$ cat src/rtl/udp_md_pkg.sv
// ---------------------------------------------------------------------------
// udp_md_pkg
//   Shared definitions for the UDP market-data parser: default payload
//   offset, field positions inside the UDP payload, field width and the
//   32-bit symbol / price types.
// ---------------------------------------------------------------------------
package udp_md_pkg;

    // 14 B Ethernet + 20 B IPv4 + 8 B UDP headers precede the payload.
    localparam int DEFAULT_PAYLOAD_OFFSET = 42;

    // Field positions relative to the first payload byte.
    localparam int SYMBOL_OFFSET = 0;
    localparam int PRICE_OFFSET  = 4;

    // Both fields are four bytes wide, transmitted MSB first.
    localparam int FIELD_BYTES = 4;

    typedef logic [8*FIELD_BYTES-1:0] symbol_t;  // ASCII, first char in [31:24]
    typedef logic [8*FIELD_BYTES-1:0] price_t;   // big-endian unsigned price

endpackage

$ cat src/rtl/udp_md_parser.sv
// ---------------------------------------------------------------------------
// udp_md_parser
//   Byte-serial market-data parser. Counts the bytes of a raw
//   Ethernet/IPv4/UDP frame arriving on an 8-bit AXI-Stream (no
//   backpressure), captures a 4-byte symbol and 4-byte price at fixed
//   payload offsets and strobes the price out when the symbol matches the
//   programmed target.
//
// Ports
//   clk            single rising-edge clock
//   rst            asynchronous active-high reset
//   s_axis_tdata   stream byte
//   s_axis_tvalid  beat valid; every valid beat is accepted
//   s_axis_tlast   last byte of the frame (qualified by tvalid)
//   target_symbol  symbol to match; held stable while a frame is in flight
//   price_data     last matched price
//   price_valid    one-cycle strobe: price_data was just updated
// ---------------------------------------------------------------------------
module udp_md_parser
    import udp_md_pkg::*;
#(
    parameter int PAYLOAD_OFFSET = DEFAULT_PAYLOAD_OFFSET,
    parameter int COUNT_W        = 16
) (
    input  logic        clk,
    input  logic        rst,
    input  logic [7:0]  s_axis_tdata,
    input  logic        s_axis_tvalid,
    input  logic        s_axis_tlast,
    input  logic [31:0] target_symbol,
    output logic [31:0] price_data,
    output logic        price_valid
);

    // Absolute byte indices of the two fields within the frame.
    localparam logic [COUNT_W-1:0] SYM_FIRST   = COUNT_W'(PAYLOAD_OFFSET + SYMBOL_OFFSET);
    localparam logic [COUNT_W-1:0] SYM_LAST    = COUNT_W'(PAYLOAD_OFFSET + SYMBOL_OFFSET + FIELD_BYTES - 1);
    localparam logic [COUNT_W-1:0] PRICE_FIRST = COUNT_W'(PAYLOAD_OFFSET + PRICE_OFFSET);
    localparam logic [COUNT_W-1:0] PRICE_LAST  = COUNT_W'(PAYLOAD_OFFSET + PRICE_OFFSET + FIELD_BYTES - 1);
    localparam logic [COUNT_W-1:0] CNT_MAX     = '1;

    logic [COUNT_W-1:0] cnt;       // index of the next accepted byte
    symbol_t            sym;       // symbol shift register
    price_t             price_sh;  // leading price bytes

    // Window decodes on the index of the byte being accepted this cycle.
    logic in_sym_window;
    logic in_price_window;
    logic at_price_last;

    assign in_sym_window   = (cnt >= SYM_FIRST)   && (cnt <= SYM_LAST);
    assign in_price_window = (cnt >= PRICE_FIRST) && (cnt <  PRICE_LAST);
    assign at_price_last   = (cnt == PRICE_LAST);

    // NOTE: all state here is sequential and uses non-blocking assignments so
    // every register sees the pre-edge value of every other register.
    always_ff @(posedge clk or posedge rst) begin
        if (rst) begin
            cnt         <= '0;
            sym         <= '0;
            price_sh    <= '0;
            price_data  <= '0;
            price_valid <= 1'b0;
        end else begin
            // Strobe defaults low; it is raised only on the completing byte.
            price_valid <= 1'b0;

            if (s_axis_tvalid) begin
                // Saturate so an oversize frame can never wrap back into the
                // payload window and fire a second time.
                if (s_axis_tlast) begin
                    cnt <= '0;
                end else if (cnt != CNT_MAX) begin
                    cnt <= cnt + COUNT_W'(1);
                end

                // A frame that ends early leaves partial bytes behind; they
                // are harmless because the next frame shifts in a full field
                // before the compare is ever evaluated.
                if (in_sym_window) begin
                    sym <= {sym[23:0], s_axis_tdata};
                end

                if (in_price_window) begin
                    price_sh <= {price_sh[23:0], s_axis_tdata};
                end

                if (at_price_last && (sym == target_symbol)) begin
                    price_data  <= {price_sh[23:0], s_axis_tdata};
                    price_valid <= 1'b1;
                end
            end
        end
    end

endmodule

$ cat config.mk
export PLATFORM = sky130hd
export DESIGN_NAME = udp_md_parser
export DESIGN_NICKNAME = d
export VERILOG_FILES = /design/src/rtl/udp_md_pkg.sv /design/src/rtl/udp_md_parser.sv
export SDC_FILE = /design/constraint.sdc
export NUM_CORES = 1
export LEC_CHECK = 0
export ABC_CLOCK_PERIOD_IN_PS = 4200
export CAP_MARGIN = 40
export CORE_MARGIN = 3
export CORE_UTILIZATION = 54
export DETAILED_ROUTE_END_ITERATION = 12
export PLACE_DENSITY = 0.91
export SYNTH_ARGS = -nofsm -noshare
export SYNTH_HDL_FRONTEND = slang
export SYNTH_SLANG_ARGS = --single-unit
$ cat constraint.sdc
create_clock -name clk -period 4.2 [get_ports clk]
set_clock_uncertainty 0.05 [all_clocks]
set_input_delay 1.05 -clock clk [delete_from_list [all_inputs] [get_ports clk]]
set_output_delay 1.05 -clock clk [all_outputs]
set_load 0.02 [all_outputs]
==> results.md, run 1 <==
- Layout fillers: 534
- Clock sink total: 105
- Maximum root-to-sink buffer count: 2
- Setup CP Type: input pin to flip-flop
- Root Buffer: clkbuf_8
- Worst Setup Start Kind: input pin
- Cells after synthesis: 358
- Drt total wl: 9.897 mm
- Unrepaired setup endpoints after global routing: false
- Crit-path max FO: 32
- Synthesis Warnings: 0
- Via density: 5.746
- Die footprint: 10130 sq um
- Switching Fraction: 0.2356
- Clock Pin Slew Worst Setup and Hold Paths: 100 ps
- Detailed-router iteration count before antenna repair: 4
- Highest Clock Rate: 311.5 MHz
- Layout Area Growth over Synthesis: 22.25%
- Internal: 1.360 mW
- VDD IR max: 0.2378 mV
- Crit path required time: 4390 ps
- Die width: 100.6 um
- Total CTS buffers: 9
- CP max-delay cell: clkdlybuf4s50_1
- Critical path capture point type: flip-flop
- Run status: completed
- First-pass GRT wire length: 16.44 mm
- Pins Over Slew Limit: 0
- Ys async rst share: 1.000
- Synth area leader: dfrtp_1
- Leak: 2.817 nW
- Sequential Area: 2628 sq um
- DR vias: 3126
- TritonCTS clock tree: yes
- Synthesized flop and latch total: 105
- Maxcap violations: 0
- Vias in the first global route: 3305
- Slew headroom: 0.3366
- Critical-path cell list: clkdlybuf4s50_1 > buf_4 > nor4b_2 > nand3_1 > nor4_2 > nand4_2 > buf_4 > mux2_4
- Setup_tns: 0 ps
- Clock Latency Late Sink: 370 ps
- Buffers & Inverters on Critical Path: 3
- Largest cells by area after synthesis: dfrtp_1 (54%), mux2_2 (13%), mux2_4 (9.3%)
- Tmin final: 3210 ps
- CP peak stage delay: 450 ps
- Worst path arrival time: 3400 ps
- Power, Total: 1.779 mW
- Syn_area_per_cell: 13.51 sq um
- Final cycle utilization of the critical path: 0.7642
- Core area: 8464 sq um
- Hold_buf cts: 0
- Ys flop type: dfrtp_1
- PwrDens: 300.8 nW/um^2
- Final setup viols: 0
- Resize count post-CTS: 0
- Antenna Cells: 0
- DRC: 0
- Mapped Area: 4837 sq um
- Layout cell share with drive strength beyond 1: 0.2597
- P_sw: 0.4190 mW
- Multi-input logic area: 2102 sq um
- Post-synth cell types: 46
- Hold WC Path Type: flip-flop to flip-flop
- Initial antenna violation count: 0
- Final HPWL DP: 7.056 mm
- Initial Utilization: 0.5715
- CP top delay family: simple AND/OR/NAND/NOR gates
- Share of the synthesized area in the top cell type: 0.5432
- Syn_nets: 406
- Post-synth EDFFs: 0
- Nets: 482
- I/O pins: 77
- GR Overflow Total: 0
- Seq pwr share: 0.577
- Final hold vios: 0
- # port buffers: 76
- Antenna Nets Post-Route: 0
- GPL Wtd Cong: 0.9183
- GR Util All Layers: 0.2063
- Most frequent CP cell: buf_4
- H-tree depth: 3
- Die Y: 100.6 um
- Largest net degree at the start of global routing: 106
- WL/cell: 18.19 um
- Setup bufs post-CTS: 0
- Sequential area share after synthesis: 0.5432
- Clock group share of total power: 0.356
- # rows: 33
- DR iter-0 viols: 114
- Tightest Pin Transition: 986.6 ps
- Logic pwr share: 0.067
layout make-up:
type / instances / area share
inverter: 5 / 0.003597
multi-input combinational: 232 / 0.3555
clock buffer: 9 / 0.02095
timing repair buffer: 81 / 0.1405
tap: 105 / 0.02222
clock inverter: 7 / 0.01291
sequential: 105 / 0.4444
worst paths after layout:
path	startpoint	endpoint	slack (ps)	cells after the start
worst max-delay path	s_axis_tvalid	price_data[15]$_DFFE_PP0P_	990	8
worst min-delay path	price_sh[21]$_DFFE_PP0P_	price_data[29]$_DFFE_PP0P_	450	1
worst max register to register	cnt[0]$_DFFE_PP0P_	cnt[13]$_DFFE_PP0P_	1630	6
worst min register to register	price_sh[21]$_DFFE_PP0P_	price_data[29]$_DFFE_PP0P_	450	1
max in group asynchronous	rst	price_sh[12]$_DFFE_PP0P_	2560	3
min in group asynchronous	rst	cnt[5]$_DFFE_PP0P_	1080	3
worst reg2reg max path, delay by kind of cell (launching register included):
kind            cells  cell delay (ps)
compound gates      3             1210
simple gates        2              510
flops               1              480
fa+ha+maj           1              220
state kept, by name (all words and copies together) (netlist names):
signal	cells
price_data	32
price_sh	24
price_valid	1
sym	32
cnt	16
cell families (layout without fill, tap and decap cells):
| logic type | count (synthesis) | count (layout) | share of synthesized area |
|---|---|---|---|
| multiplexers | 89 | 89 | 0.2302 |
| adder cells (fa/ha/maj) | 4 | 4 | 0.01035 |
| AO/OA/AOI/OAI | 36 | 36 | 0.04967 |
| buffers and inverters | 21 | 102 | 0.02224 |
| AND/OR/NAND/NOR | 71 | 71 | 0.08639 |
| XOR/XNOR | 32 | 32 | 0.05794 |
| flip-flops | 105 | 105 | 0.5432 |
routing by layer:
metal  track usage  wire length [um]  vias up
met1        0.2692              4259     1577
met3       0.05329               472       13
met2        0.3423              5031       89
li1              -                 -     1447
met4       0.05699               133        0
met5             0                 0        -
cell usage in the layout, fill, tap and decap left out, types with 2 or more instances in the layout:
cell	instances
dfrtp_1	105
nand4_1	11
xnor2_1	27
mux2_2	57
ha_1	4
o311ai_0	2
clkinv_2	2
clkbuf_8	9
o31ai_1	4
inv_1	4
xor2_1	5
and2_1	3
or4b_2	2
nor4_1	4
nand2_1	16
nand2b_1	2
inv_6	2
nor2_1	8
nor3_1	3
mux2_4	30
and4_1	2
or4_1	2
and3_1	4
nand3_1	7
a31oi_1	4
a21oi_1	8
clkdlybuf4s50_1	76
o41ai_1	3
o21ai_0	7
buf_4	3
cells in the mapped netlist (2+ instances only):
cell type / number
nor3_1: 3
xor2_1: 5
and4_1: 2
nand3_1: 7
buf_6: 3
o41ai_1: 3
dfrtp_1: 105
xnor2_1: 27
mux2_4: 30
a31oi_1: 4
and3_1: 4
nand2_1: 16
mux2_2: 57
or4b_2: 2
a21oi_1: 8
buf_2: 5
nand2b_1: 2
nor2_1: 8
ha_1: 4
o21ai_0: 7
clkbuf_1: 7
and2_1: 3
nor4_1: 4
inv_1: 5
o311ai_0: 2
o31ai_1: 4
nand4_1: 11
or4_1: 2
per-stage QoR:
step | cell area, sq um | setup slack [ps] | instances | hold WS [ps] | util
detailed placement | 5713 | 634.7 | 528 | 437.8 | 0.6749
CTS | 5913 | 1020 | 544 | 454.5 | 0.6986
finish | 5913 | 990.2 | 544 | 445.8 | 0.6986
global route | 5913 | 890.5 | 544 | 487.1 | 0.6986
floorplan | 4837 | 339.5 | 358 | 424.9 | -
global placement | 5685 | 796.3 | 527 | 433.6 | 0.6717
power groups by stage:
stage	Clock, mW	Combinational [mW]	Sequential [mW]
3_5_place_dp	0	0.120	1.05
2_1_floorplan	0	0.0560	1.04
4_1_cts	0.646	0.121	1.03
5_1_grt	0.687	0.132	1.03
6_report	0.634	0.119	1.03
3_3_place_gp	0	0.117	1.04
Power figures use the tool's default switching activity.
==> inputs of run 2 (changes only) <==
- ABC_CLOCK_PERIOD_IN_PS: 4200 -> 3230
- clock period: 4.2 -> 3.23 ns (I/O delays scaled with it)
==> results.md, run 2 (synthesis results as in run 1) <==
- Initial antenna violation count: 0 (unchanged)
- Setup CP Type: input pin to flip-flop (unchanged)
- Pins Over Slew Limit: 0 (unchanged)
- Reg2Reg Setup Slack: 580 ps (was 1630 ps)
- CP peak stage delay: 480 ps (was 450 ps)
- Top Registers: price_data x32, sym x32, price_sh x24 (unchanged)
- GR Overflow Total: 0 (unchanged)
- Setup bufs post-CTS: 0 (unchanged)
- Final hold vios: 0 (unchanged)
- Hold path start: price_sh[22]$_DFFE_PP0P_ (was price_sh[21]$_DFFE_PP0P_)
- Vias in the first global route: 3181 (was 3305)
- Total CTS buffers: 9 (unchanged)
- # rows: 33 (unchanged)
- Setup_tns: 0 ps (unchanged)
- WHS Path Cells: 1 (unchanged)
- Commonest cells after routing, fill and taps aside: dfrtp_1 (105), clkdlybuf4s50_1 (76), mux2_2 (57) (unchanged)
- Crit path required time: 3430 ps (was 4390 ps)
- Maximum root-to-sink buffer count: 2 (unchanged)
- Top Metal Used: met4 (unchanged)
- GR Util All Layers: 0.2077 (was 0.2063)
- Die width: 100.6 um (unchanged)
- Met2 WL: 5.166 mm (was 5.031 mm)
- Detailed-router iteration count before antenna repair: 4 (unchanged)
- DR vias: 3126 (unchanged)
- Final HPWL DP: 7.311 mm (was 7.056 mm)
- Worst Setup Start Kind: input pin (unchanged)
- Hold_buf cts: 0 (unchanged)
- Antenna Nets Post-Route: 0 (unchanged)
- Reg2reg end: cnt[13]$_DFFE_PP0P_ (unchanged)
- Die footprint: 10130 sq um (unchanged)
- Via density: 5.715 (was 5.746)
- Layout fillers: 535 (was 534)
- Critical path capture point type: flip-flop (unchanged)
- Resize count post-CTS: 0 (unchanged)
- Root Buffer: clkbuf_8 (unchanged)
- Die Y: 100.6 um (unchanged)
- Nets: 485 (was 482)
- Tightest Pin Transition: 965.6 ps (was 986.6 ps)
- Clock sink total: 105 (unchanged)
- Final cycle utilization of the critical path: 0.8196
- WL/cell: 18.24 um (was 18.19 um)
- Clock Latency Late Sink: 360 ps (was 370 ps)
- DRC: 0 (unchanged)
- Leak: 2.835 nW (was 2.817 nW)
- Power, Total: 2.323 mW (was 1.779 mW)
- I/O pins: 77 (unchanged)
- CP max-delay cell: clkdlybuf4s50_1 (unchanged)
- Hold EP: price_sh[22]$_DFFE_PP0P_ (was price_data[29]$_DFFE_PP0P_)
- Worst r2r src: cnt[1]$_DFFE_PP0P_ (was cnt[0]$_DFFE_PP0P_)
- GPL Wtd Cong: 0.8862 (was 0.9183)
- Antenna Cells: 0 (unchanged)
- Largest net degree at the start of global routing: 35 (was 106)
- TritonCTS clock tree: yes (unchanged)
- First-pass GRT wire length: 16.49 mm (was 16.44 mm)
- Core area: 8464 sq um (unchanged)
- Reg2reg path depth: 6 (unchanged)
- PwrDens: 389.5 nW/um^2 (was 300.8 nW/um^2)
- Worst path arrival time: 2840 ps (was 3400 ps)
- Maxcap violations: 0 (unchanged)
- Hold WC Path Type: flip-flop to flip-flop (unchanged)
- Critical-path cell list: clkdlybuf4s50_1 > nor4b_2 > nand3_1 > nor4_2 > nand4_2 > buf_12 > mux2_4 (was clkdlybuf4s50_1 > buf_4 > nor4b_2 > nand3_1 > nor4_2 > nand4_2 > buf_4 > mux2_4)
- Met3 wire length: 407 um (was 472 um)
- VDD IR max: 0.2876 mV (was 0.2378 mV)
- Unrepaired setup endpoints after global routing: false (unchanged)
- WL met1: 4.249 mm (was 4.259 mm)
- Commonest non-fill, non-tap cell in the layout: dfrtp_1 (unchanged)
- Run status: completed (unchanged)
- Highest Clock Rate: 377.7 MHz
- Final setup viols: 0 (unchanged)
- Clock Pin Slew Worst Setup and Hold Paths: 100 ps (about the same)
- Layout cell share with drive strength beyond 1: 0.2624 (was 0.2597)
- DR iter-0 viols: 161 (was 114)
- H-tree depth: 3 (unchanged)
- Crit. Startpoint: s_axis_tvalid (unchanged)
- Slew headroom: 0.3508 (was 0.3366)
- Crit-path max FO: 32 (unchanged)
- Layout Area Growth over Synthesis: 23.31% (was 22.25%)
- Worst Hold Slack: 464.8 ps (was 445.8 ps)
- # port buffers: 76 (unchanged)
- Tmin final: 2647 ps
- Initial Utilization: 0.5715 (unchanged)
- Drt total wl: 9.978 mm (was 9.897 mm)
## run 2: cell count changes in the layout (fill, tap and decap cells not counted)
cell        delta
buf_12         +2
buf_4          +1
clkbuf_1       +1
clkinv_2       -2
clkinv_4       +2
clkinvlp_4     +1
inv_4          -1
inv_6          -1
## run 2: metal layers
layer,vias to the layer above,GRT usage
met5,-,0
met4,0,0.05285
li1,1461,-
met2,79,0.3382
met3,12,0.05121
met1,1574,0.2805
## run 2: per-stage QoR
step / util / setup slack [ps] / std cells / area (sq um)
global placement: 0.6775 / 307.7 / 530 / 5734
finish: 0.7047 / 582.7 / 547 / 5964
floorplan: - / 913.1 / 358 / 4841
detailed placement: 0.6807 / 198.9 / 531 / 5762
global route: 0.7047 / 349.8 / 547 / 5964
CTS: 0.7047 / 593.9 / 547 / 5964
## run 2: critical path: cells and delay by family
family	cells	cell delay (ps)
and+or+nand+nor	4	1000
muxes	1	320
buffers and inverters	2	720
## run 2: worst max path at each step
stage                                      end  cells after the start
floorplan            price_data[0]$_DFFE_PP0P_                      6
global placement       price_sh[2]$_DFFE_PP0P_                      5
detailed placement   price_data[3]$_DFFE_PP0P_                      7
CTS                 price_data[13]$_DFFE_PP0P_                      7
global route               cnt[13]$_DFFE_PP0P_                      6
finish              price_data[14]$_DFFE_PP0P_                      7
## run 2: final cells by class
cell class	instances	area [sq um]	area share
well taps	105	131.4	0.02203
repair buffers	84	878.3	0.1473
clock buffers	10	127.6	0.02140
clock inverters	6	75.07	0.01259
inverters	5	22.52	0.003776
multi-input cells	232	2102	0.3524
flip-flops and latches	105	2628	0.4405
## run 2: power breakdown
group	switching [mW]	total, mW	internal, mW
clock	0.458	0.828	0.370
combinational	0.0768	0.161	0.0844
sequential	0.0138	1.33	1.32
==> inputs of run 3 (changes only) <==
- ABC_CLOCK_PERIOD_IN_PS: 3230 -> 2300
- CORE_UTILIZATION: 54 -> 48
- PLACE_DENSITY: 0.91 -> 0.87
- clock period: 3.23 -> 2.3 ns (I/O delays scaled with it)
==> results.md, run 3 (synthesis results as in run 1) <==
- DRC: 0 (unchanged)
- Sequential Area: 2629 sq um (was 2628 sq um)
- Layout cell share with drive strength beyond 1: 0.3109 (was 0.2624)
- Detailed-router iteration count before antenna repair: 4 (unchanged)
- Final hold vios: 0 (unchanged)
- Pins Over Slew Limit: 0 (unchanged)
- DR vias: 3290 (was 3126)
- Unrepaired setup endpoints after global routing: true (was false)
- Layout fillers: 694 (was 535)
- Filler-free cell count of the finished design: 593 (was 547)
- Vias in the first global route: 3318 (was 3181)
- Worst path arrival time: 2480 ps (was 2840 ps)
- Power, Total: 3.134 mW (was 2.323 mW)
- Setup CP Type: input pin to flip-flop (unchanged)
- Crit path required time: 2500 ps (was 3430 ps)
- I/O pins: 77 (unchanged)
- PwrDens: 498.9 nW/um^2 (was 389.5 nW/um^2)
- Initial Utilization: 0.4949 (was 0.5715)
- Commonest cells after routing, fill and taps aside: dfrtp_1 (104), clkdlybuf4s50_1 (59), mux2_2 (57) (was dfrtp_1 (105), clkdlybuf4s50_1 (76), mux2_2 (57))
- H-tree depth: 3 (unchanged)
- Maxcap violations: 0 (unchanged)
- TritonCTS clock tree: yes (unchanged)
- Antenna Nets Post-Route: 0 (unchanged)
- Commonest non-fill, non-tap cell in the layout: dfrtp_1 (unchanged)
- Leak: 3.133 nW (was 2.835 nW)
- Multi-input logic area: 2178 sq um (was 2102 sq um)
- Slew headroom: 0.6947 (was 0.3508)
- Run status: completed (unchanged)
- First-pass GRT wire length: 16.62 mm (was 16.49 mm)
- Critical path capture point type: flip-flop (unchanged)
- Die footprint: 11320 sq um (was 10130 sq um)
- VDD IR max: 0.2574 mV (was 0.2876 mV)
- Final Util: 0.6427 (was 0.7047)
- Clock sink total: 105 (unchanged)
- Final instance area: 6282 sq um (was 5964 sq um)
- Clock Pin Slew Worst Setup and Hold Paths: 90 ps (was 100 ps)
- Clock Latency Late Sink: 360 ps (about the same)
- Initial antenna violation count: 0 (unchanged)
- Crit-path max FO: 8 (was 32)
- Die Y: 106.4 um (was 100.6 um)
- Setup_tns: 0 ps (unchanged)
- # rows: 36 (was 33)
- Final HPWL DP: 7.393 mm (was 7.311 mm)
- GR Util All Layers: 0.1868 (was 0.2077)
- Core area: 9774 sq um (was 8464 sq um)
- Layout Area Growth over Synthesis: 29.88% (was 23.31%)
- Via density: 5.548 (was 5.715)
- Tmin final: 2282 ps
- Worst Hold Slack: 463.4 ps (was 464.8 ps)
- Root Buffer: clkbuf_8 (unchanged)
- Hold WC Path Type: flip-flop to flip-flop (unchanged)
- Top Registers: price_data x32, sym x32, price_sh x24 (unchanged)
- DR iter-0 viols: 167 (was 161)
- Total CTS buffers: 9 (unchanged)
- Antenna Cells: 0 (unchanged)
- Highest Clock Rate: 438.2 MHz
- Final setup viols: 0 (unchanged)
- Post-DP Area: 5919 sq um (was 5762 sq um)
- # port buffers: 76 (unchanged)
- GR Overflow Total: 0 (unchanged)
- GPL Wtd Cong: 0.9090 (was 0.8862)
- Nets: 504 (was 485)
- Largest net degree at the start of global routing: 52 (was 35)
- Post-layout worst setup margin: 18.00 ps (was 582.7 ps)
- Tightest Pin Transition: 455.1 ps (was 965.6 ps)
- Worst Setup Start Kind: input pin (unchanged)
- Pre-CTS WS: -439.9 ps (was 198.9 ps)
- Cells after DPL: 573 (was 531)
- Final cycle utilization of the critical path: 0.9922
- WL/cell: 18.44 um (was 18.24 um)
- Drt total wl: 10.93 mm (was 9.978 mm)
- Maximum root-to-sink buffer count: 2 (unchanged)
- Die width: 106.4 um (was 100.6 um)
==> run 3: changes by cell type in the layout (fill, tap and decap cells not counted), moves of 2 or more <==
| cell | delta |
|---|---|
| nor4_1 | -2 |
| nor4_4 | +2 |
| buf_12 | +3 |
| clkinv_4 | -2 |
| buf_4 | +14 |
| dlymetal6s2s_1 | +17 |
| clkinv_2 | +2 |
| clkbuf_16 | +2 |
| clkdlybuf4s50_1 | -17 |
==> run 3: path summary, 6_finish.rpt <==
kind                                           from                          to  slack, ps  depth (start not counted)
setup / recovery                  target_symbol[23]   price_data[6]$_DFFE_PP0P_         20                          7
hold / removal             price_sh[22]$_DFFE_PP0P_  price_data[30]$_DFFE_PP0P_        460                          1
min in group asynchronous                       rst         cnt[11]$_DFFE_PP0P_        610                          3
setup reg to reg                 cnt[1]$_DFFE_PP0P_          cnt[8]$_DFFE_PP0P_         50                          7
max in group asynchronous                       rst         sym[29]$_DFFE_PP0P_       1290                          3
hold reg to reg            price_sh[22]$_DFFE_PP0P_  price_data[30]$_DFFE_PP0P_        460                          1
==> run 3: per-layer routing <==
metal  track usage  routed length [um]  vias to the layer above
met4       0.06013                 174                        0
met5             0                   0                        -
met3       0.02914                 454                       18
met2        0.3154                5628                       94
li1              -                   -                     1490
met1        0.2478                4675                     1688
==> run 3: power breakdown <==
group	internal, mW	switching [mW]	total (mW)	leakage, nW
clock	0.392	0.622	1.01	0.0819
sequential	1.85	0.0210	1.88	1.46
combinational	0.122	0.123	0.245	1.59
==> run 3: critical path: stages <==
cell and delay [ps]:
clkdlybuf4s50_1 420, xor2_1 170, nor4_2 300, and3_1 260, nand4_4 200, clkbuf_16 250
mux2_4 290
==> run 3: repair_timing <==
item / in CTS / in global routing
pin swaps: 1 / 2
hold buffers: 0 / 0
gates cloned: 0 / 3
setup buffers: 0 / 2
endpoints found under the setup margin: 33 / 68
resized for setup: 3 / 26
endpoints found under the hold margin: 0 / 0
==> run 3: layout make-up <==
cell class	instances	area share
Clock buffer	9	0.01972
Timing Repair Buffer	103	0.1783
Sequential cell	105	0.4184
Tap cell	133	0.02649
Inverter	5	0.003585
Clock inverter	6	0.006772
Multi-Input combinational cell	232	0.3467
